[src/rtl/mem_access_unit_pkg.sv]
// Shared types and widths for the multicycle memory access unit.
package mem_access_unit_pkg;

    localparam int unsigned AddrW = 16;
    localparam int unsigned DataW = 16;

    typedef enum logic [1:0] {
        StIdle   = 2'd0,
        StAccess = 2'd1,
        StDone   = 2'd2
    } state_e;

    typedef enum logic [1:0] {
        OpFetch = 2'd0,
        OpRead  = 2'd1,
        OpWrite = 2'd2
    } op_e;

    // A store takes priority over the fetch/data selection.
    function automatic op_e decode_op(logic write_en, logic is_fetch);
        if (write_en) begin
            return OpWrite;
        end else if (is_fetch) begin
            return OpFetch;
        end
        return OpRead;
    endfunction

endpackage

[src/rtl/mem_access_unit_reg.sv]
// Shared enable-loaded register with asynchronous active-low reset.
module mem_access_unit_reg #(
    parameter int unsigned Width = 16
) (
    input  logic             clk_i,
    input  logic             rst_ni,
    input  logic             en_i,
    input  logic [Width-1:0] d_i,
    output logic [Width-1:0] q_o
);

    logic [Width-1:0] q_q;

    always_ff @(posedge clk_i or negedge rst_ni) begin
        if (!rst_ni) begin
            q_q <= '0;
        end else if (en_i) begin
            q_q <= d_i;
        end
    end

    assign q_o = q_q;

endmodule

[src/rtl/mem_access_unit.sv]
// One memory transaction per start pulse; reads land in IR or MDR.
// Optional access timeout with sticky err_o when MEM_TIMEOUT_EN is defined.
module mem_access_unit
    import mem_access_unit_pkg::*;
#(
    parameter int unsigned ADDR_W = AddrW,
    parameter int unsigned DATA_W = DataW
`ifdef MEM_TIMEOUT_EN
    ,
    parameter int unsigned TIMEOUT_CYC = 15
`endif
) (
    input  logic              clk_i,
    input  logic              rst_ni,
    input  logic [ADDR_W-1:0] addr_i,
    input  logic              start_i,
    input  logic              is_fetch_i,
    input  logic              write_en_i,
    input  logic [DATA_W-1:0] wr_data_i,
    output logic [ADDR_W-1:0] mem_addr_o,
    output logic              mem_req_o,
    output logic              mem_we_o,
    output logic [DATA_W-1:0] mem_wdata_o,
    input  logic [DATA_W-1:0] mem_rdata_i,
    input  logic              mem_ready_i,
    output logic [DATA_W-1:0] ir_o,
    output logic [DATA_W-1:0] mdr_o,
`ifdef MEM_TIMEOUT_EN
    output logic              err_o,
`endif
    output logic              busy_o,
    output logic              done_o
);

    state_e            state_q, state_d;
    op_e               op_q, op_d;
    logic [ADDR_W-1:0] addr_q, addr_d;
    logic [DATA_W-1:0] wdata_q, wdata_d;
    logic              ir_en, mdr_en;

`ifdef MEM_TIMEOUT_EN
    localparam int unsigned CntW = $clog2(TIMEOUT_CYC + 1);
    logic [CntW-1:0] cnt_q, cnt_d;
    logic            err_q, err_d;
`endif

    always_comb begin
        state_d = state_q;
        op_d    = op_q;
        addr_d  = addr_q;
        wdata_d = wdata_q;
        ir_en   = 1'b0;
        mdr_en  = 1'b0;
`ifdef MEM_TIMEOUT_EN
        cnt_d   = '0;
        err_d   = err_q;
`endif
        unique case (state_q)
            StIdle: begin
                if (start_i) begin
                    op_d    = decode_op(write_en_i, is_fetch_i);
                    addr_d  = addr_i;
                    wdata_d = wr_data_i;
                    state_d = StAccess;
                end
            end
            StAccess: begin
`ifdef MEM_TIMEOUT_EN
                cnt_d = cnt_q + 1'b1;
`endif
                if (mem_ready_i) begin
                    ir_en   = (op_q == OpFetch);
                    mdr_en  = (op_q == OpRead);
                    state_d = StDone;
                end
`ifdef MEM_TIMEOUT_EN
                // Ready on the final allowed cycle wins over the timeout.
                else if (cnt_q == CntW'(TIMEOUT_CYC - 1)) begin
                    err_d   = 1'b1;
                    state_d = StDone;
                end
`endif
            end
            StDone: begin
                state_d = StIdle;
            end
            default: begin
                state_d = StIdle;
            end
        endcase
    end

    always_ff @(posedge clk_i or negedge rst_ni) begin
        if (!rst_ni) begin
            state_q <= StIdle;
            op_q    <= OpFetch;
            addr_q  <= '0;
            wdata_q <= '0;
        end else begin
            state_q <= state_d;
            op_q    <= op_d;
            addr_q  <= addr_d;
            wdata_q <= wdata_d;
        end
    end

`ifdef MEM_TIMEOUT_EN
    always_ff @(posedge clk_i or negedge rst_ni) begin
        if (!rst_ni) begin
            cnt_q <= '0;
            err_q <= 1'b0;
        end else begin
            cnt_q <= cnt_d;
            err_q <= err_d;
        end
    end

    assign err_o = err_q;
`endif

    mem_access_unit_reg #(
        .Width(DATA_W)
    ) u_ir (
        .clk_i(clk_i),
        .rst_ni(rst_ni),
        .en_i(ir_en),
        .d_i(mem_rdata_i),
        .q_o(ir_o)
    );

    mem_access_unit_reg #(
        .Width(DATA_W)
    ) u_mdr (
        .clk_i(clk_i),
        .rst_ni(rst_ni),
        .en_i(mdr_en),
        .d_i(mem_rdata_i),
        .q_o(mdr_o)
    );

    assign mem_req_o   = (state_q == StAccess);
    assign mem_we_o    = mem_req_o && (op_q == OpWrite);
    assign mem_addr_o  = addr_q;
    assign mem_wdata_o = wdata_q;
    assign done_o      = (state_q == StDone);
    assign busy_o      = (state_q != StIdle);

endmodule

[config.mk]
export PLATFORM = sky130hd
export DESIGN_NAME = mem_access_unit
export DESIGN_NICKNAME = d
export VERILOG_FILES = /design/src/rtl/mem_access_unit_pkg.sv /design/src/rtl/mem_access_unit_reg.sv /design/src/rtl/mem_access_unit.sv
export SDC_FILE = /design/constraint.sdc
export NUM_CORES = 1
export LEC_CHECK = 0
export BUFFER_PORTS_ARGS = -buffer_cell sky130_fd_sc_hd__clkbuf_2
export CAP_MARGIN = 25
export CORE_UTILIZATION = 49
export DETAILED_ROUTE_END_ITERATION = 12
export GPL_TIMING_DRIVEN = 1
export PLACE_DENSITY = 0.88
export SLEW_MARGIN = 20
export SYNTH_ARGS = -nofsm -noshare
export SYNTH_HDL_FRONTEND = slang
export SYNTH_SLANG_ARGS = --single-unit
[constraint.sdc]
create_clock -name clk_i -period 4.4 [get_ports clk_i]
set_input_delay 0.88 -clock clk_i [delete_from_list [all_inputs] [get_ports clk_i]]
set_output_delay 0.88 -clock clk_i [all_outputs]
set_load 0.005 [all_outputs]
==> summary.txt <==
Detailed routing
  • Post-Route WL: between 5000 and 6000 um
  • Iter 0 DRT Violations: 39
  • Vias per std cell: around 4.9
  • Wire per inst: about 14 um
  • Drc violations: 0
  • Routed Antenna Nets: 0
  • Via count: between 1500 and 2000
  • Pre-Repair DR Iteration Count: 4

Synth
  • Prevailing post-synth register cell: dfrtp_1
  • Post-synthesis cell area: 0.00258 mm2
  • Syn_area_per_cell: 17.1 um2
  • Synth warnings: 0
  • Sequential share of the synthesized area: between 60% and 70%
  • Netlist cell types: 17
  • Synth async-reset ratio: 100%
  • FF+latch count, synth: 68
  • Syn Nets: slightly above 200
  • Number of synthesized flops with an enable pin: 0
  • Synth Instances: approximately 150

Min path
  • Hold EP: mem_addr_o[7]
  • Hold Path Stages: 1
  • Worst hold path type: reg -> reg
  • Worst Hold Launch: mem_addr_o[7]

Floorplan
  • Die height: approximately 75 um
  • Core box area: 0.00507 mm2
  • Cell Rows: 26
  • I/O pins: between 100 and 150
  • Starting density of the core: approximately half
  • Die Wd: between 70 and 80 um
  • Area of the die: ~0.0056 mm2

Pwr
  • P_leak: between 1.5 and 2 nW
  • Pwr dens: about 660 mW/mm2
  • Comb pwr share: between 30% and 40%
  • Net Switching: ~0.64 mW
  • Sequential share of power: between 40 and 50%
  • Switching Share: 28.4%
  • Internal power: 1.62 mW
  • Tot Pwr: 2.26 mW
  • VDD IR max: about 390 uV
  • Clock Power Share: between 20% and 30%

Timing
  • Fmax achieved: 442 MHz
  • Final Cycle Share: around 51%
  • Max-slew headroom: between 40% and 50%
  • Unrepaired setup endpoints after global routing: false
  • Worst slew pin tran: 0.895 ns
  • Final worst setup slack: between 2 and 2.5 ns
  • Slew Viols, Final: 0
  • Clock Skew: 0.00775 ns
  • Fin Setup TNS: 0 ns
  • Fin. Hold Viols: 0
  • Post-layout minimum cycle time: ~2.3 ns
  • Final setup fails: 0

Place
  • IO Port Bufs: 121
  • Pre-CTS setup slack: roughly 2.0 ns
  • Final HPWL DP: ~3700 um
  • Gpl congestion: 0.693
  • Placed Cells: about 340

Finish
  • Core Util, Final: about two thirds
  • Final-stage net count: 333
  • Sequential cell area: 0.00170 mm2
  • Synthesis-to-finish area growth: 33.0%
  • Area of the multi-input gates: 832 um2
  • Fillcell total: around 380
  • Final Non-Filler Cells: between 300 and 400
  • Fraction of layout instances using a drive strength above 1: around 73%
  • N_diodes: 0

GRT
  • First-pass GRT wire length: around 8000 um
  • Antenna violations before repair: 0
  • GRT Residual Overflow: 0
  • Vias in the first global route: roughly 1800
  • GR Util All Layers: between 10% and 20%
  • Largest net degree at the start of global routing: 38

Worst setup path
  • CP required: between 3 and 4 ns
  • Crit Path Class: reg -> out
  • Data arrival time of the worst path: around 1.4 ns
  • Worst path bufs/invs: 1
  • Startpoint Class: register
  • Crit-path max cell delay: 0.41 ns
  • CP max FO: 4
  • Reg2Reg Setup Slack: 2.40 ns
  • Worst r2r src: state_q[0]
  • Crit path max-delay family: simple AND/OR/NAND/NOR gates
  • Worst setup startpoint: state_q[1]
  • Slowest cell on crit path: dfrtp_1
  • CP cell instances: or2b_1 > nor3b_1 > clkbuf_2
  • CP Capture Type: output port
  • Worst reg-to-reg path cell count: 3
  • Reg2reg end: op_q[0]

CTS
  • CTS root buf: clkbuf_8
  • Num CTS Buffers: 9
  • CTS Hold Bufs: 0
  • # resized after CTS: 0
  • Clk Latency, worst-skew pair: 0.33 ns
  • CTS tree: done
  • CTS max path bufs: 2
  • Clock-pin transition on the worst setup and hold timing paths: 0.06 ns
  • CTS sink count: 68
  • Setup Buffers After CTS: 0
  • H-tree levels: 3

Status
  • Status: finished, final reports clean

Flow run
  • Max-cap violations: 0
## cell type report
| cell class | instances | share of cell area, % |
|---|---|---|
| clock buffer | 10 | 4.01 |
| clock inverter | 5 | 1.53 |
| inverter | 2 | 0.219 |
| multi-input combinational | 76 | 24.2 |
| sequential | 68 | 49.6 |
| tap | 70 | 2.55 |
| timing repair buffer | 122 | 17.9 |
## cell usage after synthesis, types with 2 or more instances
cell type   n  area share [%]
mux2_1      2            0.87
inv_1       2            0.29
dfrtp_1    68              66
buf_4       3            0.87
mux2_2     64              28
## through the flow
stage,hold slack (ns),cell area (um2)
floorplan,0.483,2580
global placement,0.478,3240
detailed placement,0.481,3240
CTS,0.497,3430
global route,0.523,3430
finish,0.493,3430
## kinds of logic after synthesis
logic type	synth area share (%)
AO/OA/AOI/OAI	0.243
AND/OR/NAND/NOR	3.20
multiplexers	28.8
buffers and inverters	1.79
flip-flops	66.0
## worst max-delay path by stage
stage	slack, ns	cells past startpoint	end
finish	2.14	3	mem_we_o
global route	2.05	3	mem_we_o
CTS	2.12	3	mem_we_o
detailed placement	1.95	4	u_ir.q_o[6]
global placement	2.00	4	u_ir.q_o[10]
floorplan	2.38	4	u_ir.q_o[10]
## state kept, by name, indices dropped and copies added (netlist names)
name	count
mem_addr_o	16
mem_wdata_o	16
op_q	2
state_q	2
u_ir.q_o	16
u_mdr.q_o	16
## placed cells by master (no fill, tap or decap), types with 2 or more instances in the layout
master	n
mux2_2	64
mux2_1	2
clkbuf_8	10
clkinv_2	3
clkbuf_2	120
inv_1	2
dfrtp_1	68
## power by group through the flow
stage	sequential, mW	combinational (mW)	clock (mW)
6_report	1.06	0.708	0.489
5_1_grt	1.10	0.790	0.522
4_1_cts	1.06	0.723	0.503
3_5_place_dp	1.07	0.720	0
3_3_place_gp	1.06	0.693	0
2_1_floorplan	1.08	0.335	0
## routing by layer
| metal | routed length [um] | vias to the layer above | share of wire [%] | track usage [%] |
|---|---|---|---|---|
| met5 | 0 | - | 0 | 0 |
| met4 | 74 | 0 | 1.5 | 10.1 |
| met3 | 376 | 7 | 7.5 | 5.28 |
| met2 | 2490 | 89 | 49 | 33.4 |
| met1 | 2100 | 840 | 42 | 22.1 |
| li1 | - | 784 | - | - |
No activity file was read; power rests on OpenSTA's default activity.
